`config.mk`:
```
export PLATFORM = sky130hd
export DESIGN_NAME = fa_attendant_panel
export DESIGN_NICKNAME = d
export VERILOG_FILES = /design/src/rtl/fa_attendant_panel.sv
export SDC_FILE = /design/constraint.sdc
export NUM_CORES = 1
export LEC_CHECK = 0
export BUFFER_PORTS_ARGS = -buffer_cell sky130_fd_sc_hd__buf_2
export CORE_UTILIZATION = 40
export CTS_BUF_LIST = sky130_fd_sc_hd__clkbuf_4
export DETAILED_ROUTE_END_ITERATION = 8
export PLACE_DENSITY = 0.65
export SYNTH_ARGS = -nofsm -noshare
export SYNTH_HDL_FRONTEND = slang
export SYNTH_SLANG_ARGS = --single-unit
```
`constraint.sdc`:
```
create_clock -name clk -period 3.3 [get_ports clk]
set_clock_uncertainty 0.15 [all_clocks]
set_input_delay 0.495 -clock clk [delete_from_list [all_inputs] [get_ports clk]]
set_output_delay 0.495 -clock clk [all_outputs]
set_load 0.005 [all_outputs]
```
`src/rtl/fa_attendant_panel.sv`:
```
// rtl/fa_attendant_panel.sv - attendant-station call queue for flight-attendant seat call units
// Queues seat light rises in arrival order, presents the oldest, pulses cancel on ack, waits for the light to drop.
module fa_attendant_panel #(
    parameter int NUM_SEATS = 8,
    parameter int SEAT_W    = 3,
    parameter int WAIT_MAX  = 16
) (
    input  logic                 clk,
    input  logic                 reset,
    input  logic [NUM_SEATS-1:0] light_state,
    input  logic                 ack_button,
    output logic [NUM_SEATS-1:0] cancel_pulse,
    output logic [SEAT_W-1:0]    current_seat,
    output logic                 current_valid,
    output logic [SEAT_W:0]      pending_count,
    output logic                 chime,
    output logic                 stuck_fault
);

    localparam int TMR_W = $clog2(WAIT_MAX + 1);

    typedef enum logic [2:0] {
        S_IDLE,
        S_LOAD,
        S_PRESENT,
        S_CANCEL,
        S_WAIT_CLR,
        S_RETIRE
    } state_t;

    state_t               r_state;
    logic [NUM_SEATS-1:0] r_prev;
    logic [NUM_SEATS-1:0] r_rise_pending;
    logic [NUM_SEATS-1:0] r_in_queue;
    logic [SEAT_W-1:0]    r_fifo [0:NUM_SEATS-1];
    logic [SEAT_W-1:0]    r_wr_ptr;
    logic [SEAT_W-1:0]    r_rd_ptr;
    logic [SEAT_W:0]      r_count;
    logic                 r_chime;
    logic [SEAT_W-1:0]    r_cur_seat;
    logic                 r_cur_valid;
    logic [NUM_SEATS-1:0] r_cancel;
    logic [TMR_W-1:0]     r_timer;
    logic                 r_stuck;
    logic                 r_ack_prev;

    logic [NUM_SEATS-1:0] w_candidates;
    logic [NUM_SEATS-1:0] w_push_mask;
    logic [NUM_SEATS-1:0] w_clr_mask;
    logic [SEAT_W-1:0]    w_push_idx;
    logic [SEAT_W-1:0]    w_head;
    logic                 w_push;
    logic                 w_pop;
    logic                 w_ack_rise;
    logic                 w_cur_lit;

    assign w_candidates = r_rise_pending & ~r_in_queue;
    assign w_push       = |w_candidates;
    assign w_pop        = (r_state == S_LOAD);
    assign w_head       = r_fifo[r_rd_ptr];
    assign w_ack_rise   = ack_button & ~r_ack_prev;
    assign w_cur_lit    = light_state[r_cur_seat];

    // Descending scan so the lowest-index candidate wins.
    always_comb begin
        w_push_idx = '0;
        for (int i = NUM_SEATS - 1; i >= 0; i--) begin
            if (w_candidates[i]) begin
                w_push_idx = SEAT_W'(i);
            end
        end
        w_push_mask = w_push ? (NUM_SEATS'(1) << w_push_idx) : '0;
    end

    always_comb begin
        w_clr_mask = '0;
        if (r_state == S_LOAD && !light_state[w_head]) begin
            w_clr_mask = NUM_SEATS'(1) << w_head;
        end else if (r_state == S_RETIRE) begin
            w_clr_mask = NUM_SEATS'(1) << r_cur_seat;
        end
    end

    // Storage needs no reset: occupancy is tracked by the pointers and count.
    always_ff @(posedge clk) begin
        if (w_push) begin
            r_fifo[r_wr_ptr] <= w_push_idx;
        end
    end

    always_ff @(posedge clk) begin
        if (reset) begin
            r_state        <= S_IDLE;
            r_prev         <= '0;
            r_rise_pending <= '0;
            r_in_queue     <= '0;
            r_wr_ptr       <= '0;
            r_rd_ptr       <= '0;
            r_count        <= '0;
            r_chime        <= 1'b0;
            r_cur_seat     <= '0;
            r_cur_valid    <= 1'b0;
            r_cancel       <= '0;
            r_timer        <= '0;
            r_stuck        <= 1'b0;
            r_ack_prev     <= 1'b0;
        end else begin
            r_prev         <= light_state;
            r_ack_prev     <= ack_button;
            r_rise_pending <= (r_rise_pending & light_state & ~w_push_mask) | (light_state & ~r_prev);
            r_in_queue     <= (r_in_queue | w_push_mask) & ~w_clr_mask;
            r_chime        <= w_push;

            if (w_push) begin
                r_wr_ptr <= (r_wr_ptr == SEAT_W'(NUM_SEATS - 1)) ? '0 : r_wr_ptr + 1'b1;
            end
            if (w_pop) begin
                r_rd_ptr <= (r_rd_ptr == SEAT_W'(NUM_SEATS - 1)) ? '0 : r_rd_ptr + 1'b1;
            end
            case ({w_push, w_pop})
                2'b10:   r_count <= r_count + 1'b1;
                2'b01:   r_count <= r_count - 1'b1;
                default: r_count <= r_count;
            endcase

            case (r_state)
                S_IDLE: begin
                    r_cur_valid <= 1'b0;
                    if (r_count != '0) begin
                        r_state <= S_LOAD;
                    end
                end
                S_LOAD: begin
                    r_cur_seat <= w_head;
                    if (!light_state[w_head]) begin
                        r_state <= S_IDLE;
                    end else begin
                        r_state     <= S_PRESENT;
                        r_cur_valid <= 1'b1;
                    end
                end
                S_PRESENT: begin
                    if (!w_cur_lit) begin
                        r_state     <= S_RETIRE;
                        r_cur_valid <= 1'b0;
                    end else if (w_ack_rise) begin
                        r_state  <= S_CANCEL;
                        r_cancel <= NUM_SEATS'(1) << r_cur_seat;
                    end
                end
                S_CANCEL: begin
                    r_cancel <= '0;
                    r_timer  <= TMR_W'(WAIT_MAX);
                    r_state  <= S_WAIT_CLR;
                end
                S_WAIT_CLR: begin
                    if (!w_cur_lit) begin
                        r_state     <= S_RETIRE;
                        r_cur_valid <= 1'b0;
                    end else if (r_timer <= TMR_W'(1)) begin
                        r_stuck     <= 1'b1;
                        r_state     <= S_RETIRE;
                        r_cur_valid <= 1'b0;
                    end else begin
                        r_timer <= r_timer - 1'b1;
                    end
                end
                S_RETIRE: begin
                    r_cur_valid <= 1'b0;
                    r_state     <= S_IDLE;
                end
                default: begin
                    r_state <= S_IDLE;
                end
            endcase
        end
    end

    assign cancel_pulse  = r_cancel;
    assign current_seat  = r_cur_seat;
    assign current_valid = r_cur_valid;
    assign pending_count = r_count;
    assign chime         = r_chime;
    assign stuck_fault   = r_stuck;

endmodule

```
==> results of run 1 <==
==> worst min-delay path by stage <==
| stage | startpoint | endpoint | slack, ns |
|---|---|---|---|
| after detailed placement | r_prev[2] | r_rise_pending[2] | 0.26 |
| after CTS | ack_button | r_ack_prev | 0.13 |
| final | ack_button | r_ack_prev | 0.15 |
| after global placement | r_prev[3] | r_rise_pending[3] | 0.25 |
| after global routing | ack_button | r_ack_prev | 0.16 |
| after floorplan | r_prev[1] | r_rise_pending[1] | 0.24 |
==> state kept, by name, summed over array words and instances, names as in the netlist, named ones only <==
| register | flops |
|---|---|
| r_fifo | 24 |
| pending_count | 4 |
| r_in_queue | 8 |
| r_ack_prev | 1 |
| current_seat | 3 |
| cancel_pulse | 8 |
| r_wr_ptr | 3 |
| r_timer | 5 |
| chime | 1 |
| r_prev | 8 |
| stuck_fault | 1 |
| r_rd_ptr | 3 |
| current_valid | 1 |
| r_rise_pending | 8 |
| r_state | 3 |
==> stage by stage <==
step | util | setup WS [ns] | instance area, um2
global placement | 0.450 | 0.377 | 4000
global route | 0.466 | 0.000840 | 4140
detailed placement | 0.450 | 0.251 | 4000
floorplan | - | 0.536 | 3750
finish | 0.466 | 0.191 | 4140
CTS | 0.466 | 0.217 | 4140
==> critical path: stages, from the launching register on <==
cell and delay [ns]:
dfxtp_1 0.36, nor2b_1 0.19, nor3_1 0.32, nand2_1 0.16, nor3_1 0.46, ha_1 0.29, ha_1 0.25, a21o_1 0.18
a21oi_1 0.17, xnor2_1 0.09, or3_1 0.30, a21oi_1 0.14
==> cell type report <==
cell class,instances,area [um2],area share
Tap cell,108,135,0.0326
Clock inverter,7,73.8,0.0178
Clock buffer,9,67.6,0.0163
Multi-Input combinational cell,246,1730,0.417
Sequential cell,84,1920,0.464
Inverter,12,45.0,0.0109
Timing Repair Buffer,32,170,0.0411
==> layer usage <==
metal / global-route usage / part of all wire
met1: 0.226 / 0.48
met2: 0.265 / 0.47
met3: 0.0277 / 0.029
met4: 0.0654 / 0.017
met5: 0 / 0
==> power by group through the flow <==
stage | clock network (W) | registers (W) | logic [W]
finish | 0.000605 | 0.00135 | 0.000776
floorplan | 0 | 0.00131 | 0.000623
global placement | 0 | 0.00137 | 0.000757
detailed placement | 0 | 0.00137 | 0.000773
global route | 0.000666 | 0.00137 | 0.000868
CTS | 0.000625 | 0.00135 | 0.000777
==> synth_stat cells (5+ instances only) <==
library cell  number  share of area
a21boi_0           8          0.016
a21oi_1           20          0.027
clkbuf_1           5         0.0050
dfxtp_1           60           0.32
edfxtp_1          24           0.19
ha_1               9          0.030
inv_1             11          0.011
mux2i_1           10          0.027
mux4_2             7          0.042
nand2_1           21          0.021
nand2b_1          15          0.025
nor2_1            35          0.035
nor2b_1           17          0.028
nor3_1            20          0.027
nor4_1             5         0.0083
o21ai_0            9          0.012
o22a_1             9          0.021
==> cells by family (layout without fill, tap and decap cells) <==
family	count (synthesis)	in the layout	synth area share
multiplexers	22	22	0.0867
AND/OR/NAND/NOR	130	130	0.175
buffers and inverters	24	60	0.0273
flip-flops	84	84	0.512
XOR/XNOR	5	5	0.0117
AO/OA/AOI/OAI	79	79	0.152
adder cells (fa/ha/maj)	10	10	0.0353
==> results by group, run 1 <==
Pwr
  • Pint: 0.00178 W
  • VDD IR-drop max: 0.000313 V
  • P_sw: 0.000949 W
  • Seq pwr share: 0.494
  • Total Power: 0.00273 W
  • Gate power share: 0.285
  • Clock Power Share: 0.222
  • Net switching share of the total power: 0.348
  • Leakage power: 1.60 nW
  • Pwr Density: 659 mW/mm2

CTS
  • Clk slew on worst S/H paths: 0.14 ns
  • Resize count post-CTS: 0
  • CTS tree: done
  • Post-CTS setup buffer count: 0
  • CTS Buf Count: 9
  • H-tree Lvls: 3
  • CTS root buf: clkbuf_4
  • Clock latency on the worst-skew pair: 0.42 ns
  • Clock sink count: 84
  • Hold Buf Count CTS: 0
  • Clock Tree Buf Depth: 2

Timing
  • RSZ-0062 raised after global routing: false
  • Max Clk Rate: 322 MHz
  • Tmin final: 3.11 ns
  • Pins Over Slew Limit: 0
  • Worst-Margin Slew: 0.797 ns
  • Final period utilization: 0.942
  • Slew HR: 0.464
  • Total negative slack: 0 ns
  • Endpoints failing setup: 0
  • Worst hold slack: 0.153 ns
  • Final hold violations: 0

Placement
  • Hpwl dp: 5640 um
  • Inst Count DP: 482
  • # port buffers: 28
  • GPL Wtd Cong: 0.851

Worst setup path
  • Reg-to-reg setup timing slack: 0.19 ns
  • Crit end category: register
  • Setup Crit Path Kind: register to register
  • Crit. Startpoint: r_rise_pending[0]
  • Startpoint types: register
  • Worst R2R End: pending_count[3]
  • WP data arrival: 3.33 ns
  • Max FO, Critical Path: 6
  • Critical Path Sink: pending_count[3]
  • Cells on worst reg2reg path: 11
  • Critical R2R Launch: r_rise_pending[0]
  • WP data required: 3.52 ns

Floorplanning
  • Die Ht: 98.9 um
  • # IOs: 29
  • Core area: 0.00889 mm2
  • Starting Density: 0.422
  • Die X: 98.9 um
  • Total Die Area: 0.00977 mm2
  • Cell Rows: 34

Synth
  • FFs w/ async S/R, synth: 0
  • Cell count after synthesis: 354
  • Flops & latches, synth: 84
  • Sequential share of the synthesized area: 0.512
  • Avg Inst Size Synth: 10.6 um2
  • Yosys cell types: 54
  • Mapped Nets: 375
  • EDFF count, synth: 24
  • Mapped Area: 0.00375 mm2
  • Main flop type after synthesis: dfxtp_1
  • YS warnings: 0

Final layout
  • Fin cells: 498
  • Most frequent cells in the layout: dfxtp_1 (60), nor2_1 (35), buf_2 (28)
  • Layout cell share with drive strength beyond 1: 0.177
  • P&R area growth vs syn: 10.4%
  • Ant. Diodes: 0
  • Commonest non-fill, non-tap cell in the layout: dfxtp_1
  • Filler instances: 846
  • Fin nets: 406

Detailed routing
  • DRC viols: 0
  • Wire per inst: 15.0 um
  • Via count: 2,713
  • Antenna Nets Post-Route: 0
  • Via density: 5.45
  • First DRT Iteration DRCs: 125
  • WL final: 7490 um
  • Drt first pass iters: 4

Job
  • # Max-Cap Violations: 0

GRT
  • Vias in the first global route: 2,600
  • Largest net degree at the start of global routing: 27
  • Total Routing Usage GR: 0.166
  • Total global routing overflow: 0
  • First-pass GRT wire length: 12,800 um
  • Initial antenna violation count: 0

Worst hold path
  • Worst min path class: input pin to register
  • Hold path cells: 2

Run status
  • Outcome: completed
Note: power is estimated with default switching activity, not from simulation.
==> inputs of run 2 (changes only) <==
--- a/config.mk
+++ b/config.mk
@@ -5,7 +5,7 @@
 export SDC_FILE = /design/constraint.sdc
 export NUM_CORES = 1
 export LEC_CHECK = 0
-export BUFFER_PORTS_ARGS = -buffer_cell sky130_fd_sc_hd__buf_2
+export BUFFER_PORTS_ARGS = -buffer_cell sky130_fd_sc_hd__buf_4
 export CORE_UTILIZATION = 40
 export CTS_BUF_LIST = sky130_fd_sc_hd__clkbuf_4
 export DETAILED_ROUTE_END_ITERATION = 8
==> run 2 against run 1 <==
Net effect:
- power increased by 2.0%
- first-iteration DRC count decreased by 26%
- global-route usage decreased by 0.28 points
- worst hold slack got worse by 0.022 ns
==> results by group, run 2 (synthesis gave the netlist of run 1 again) <==
Timing
  • Final period utilization: 0.899
  • RSZ-0062 raised after global routing: false
  • Slew HR: 0.432
  • Pins Over Slew Limit: 0
  • Worst-Margin Slew: 0.844 ns
  • Total negative slack: 0 ns
  • Endpoints failing setup: 0
  • Max Clk Rate: 337 MHz
  • Tmin final: 2.97 ns
  • Final hold violations: 0

Pwr
  • VDD IR-drop max: 0.000363 V
  • Total Power: 0.00278 W
  • Leakage power: 1.62 nW
  • Pwr Density: 660 mW/mm2

Detailed routing
  • Via count: 2,711
  • Wire per inst: 15.2 um
  • WL final: 7540 um
  • DRC viols: 0
  • Via density: 5.45
  • Antenna Nets Post-Route: 0
  • Drt first pass iters: 4
  • First DRT Iteration DRCs: 92

Final layout
  • Layout cell share with drive strength beyond 1: 0.177
  • Filler instances: 819
  • Fin nets: 405
  • Top reg by flops: r_fifo
  • Most frequent cells in the layout: dfxtp_1 (60), nor2_1 (35), buf_4 (31)
  • Commonest non-fill, non-tap cell in the layout: dfxtp_1
  • Max reg flops: 24
  • P&R area growth vs syn: 12.4%
  • Ant. Diodes: 0
  • Final core utilization: 0.474

GRT
  • Total global routing overflow: 0
  • First-pass GRT wire length: 12,500 um
  • Initial antenna violation count: 0
  • Total Routing Usage GR: 0.164
  • Largest net degree at the start of global routing: 44
  • Vias in the first global route: 2,555

CTS
  • Clock latency on the worst-skew pair: 0.44 ns
  • CTS Buf Count: 9
  • Resize count post-CTS: 0
  • Hold Buf Count CTS: 0
  • Clock Tree Buf Depth: 2
  • Post-CTS setup buffer count: 0
  • Clk slew on worst S/H paths: 0.14 ns
  • CTS tree: done
  • Clock sink count: 84
  • CTS root buf: clkbuf_4
  • H-tree Lvls: 3

Run status
  • Outcome: completed

Worst setup path
  • WP data required: 3.54 ns
  • Crit end category: register
  • WP data arrival: 3.20 ns
  • Startpoint types: register
  • Crit-path max cell delay: 0.36 ns
  • CP cell instances: nor2b_1 > nor3_1 > nand2_1 > nor3_2 > ha_1 > ha_1 > a21o_1 > a21oi_1 > xnor2_1 > or3_1 > a21oi_1
  • Slowest cell on crit path: dfxtp_1
  • Critical path's top delay family: simple AND/OR/NAND/NOR gates
  • Buf/Inv on CP: 0
  • Critical R2R Launch: r_rise_pending[0]
  • Max FO, Critical Path: 6
  • Setup Crit Path Kind: register to register
  • Crit. Startpoint: r_rise_pending[0]

Floorplanning
  • # IOs: 29
  • Starting Density: 0.422
  • Core area: 0.00889 mm2
  • Cell Rows: 34
  • Total Die Area: 0.00977 mm2
  • Die Ht: 98.9 um
  • Die X: 98.9 um

Placement
  • GPL Wtd Cong: 0.818
  • Hpwl dp: 5520 um
  • # port buffers: 28

Worst hold path
  • Worst Hold Launch: ack_button
  • Worst min path class: input pin to register

Job
  • # Max-Cap Violations: 0
## run 2: cell types whose count changed in the layout (fill, tap and decap cells not counted)
| cell | previous run | this run |
|---|---|---|
| inv_6 | 2 | 3 |
| clkinvlp_2 | 2 | 0 |
| nor3_1 | 20 | 19 |
| clkinv_2 | 0 | 1 |
| clkinvlp_4 | 1 | 0 |
| buf_2 | 28 | 0 |
| nor3_2 | 0 | 1 |
| buf_4 | 4 | 31 |
| inv_8 | 0 | 1 |
## run 2: area by class of cell
type                    count  area, um2  share of cell area
clock buffers               9       67.6              0.0160
clock inverters             7       81.3              0.0193
inverters                  12       45.0              0.0107
multi-input cells         246       1730               0.411
flip-flops and latches     84       1920               0.456
well taps                 108        135              0.0320
repair buffers             31        233              0.0552
## run 2: worst register-to-register path, delay by kind of cell (launching register included)
family,cells,cell delay (ns)
xor gates and xnor gates,1,0.09
and+or+nand+nor,5,1.33
DFF,1,0.36
AOI/OAI and AO/OA,3,0.48
adders and majority gates,2,0.51
## run 2: routing by layer
metal / vias up / wire length, um / global-route usage
met1: 1294 / 3570 / 0.211
met2: 49 / 3510 / 0.262
met4: 0 / 180 / 0.0758
li1: 1353 / - / -
met5: - / 0 / 0
met3: 15 / 269 / 0.0369
## run 2: stage by stage
stage / cells / worst slack (ns) / hold slack [ns] / area, um2
detailed placement: 481 / 0.268 / 0.258 / 4060
CTS: 497 / 0.235 / 0.116 / 4210
finish: 497 / 0.332 / 0.131 / 4220
global route: 497 / 0.126 / 0.113 / 4220
global placement: 481 / 0.370 / 0.253 / 4060
floorplan: 354 / 0.536 / 0.243 / 3750
## run 2: where the power goes
part	switching, W	internal, W	leakage, nW
sequential	0.000142	0.00120	0.714
combinational	0.000435	0.000369	0.820
clock	0.000387	0.000244	0.0832
total	0.000964	0.00182	1.62
## run 2: worst paths after layout
kind                       end  slack [ns]  cells past startpoint
min                 r_ack_prev        0.13                      2
max           pending_count[3]        0.33                     11
min reg2reg  r_rise_pending[7]        0.27                      1
max reg2reg   pending_count[3]        0.33                     11
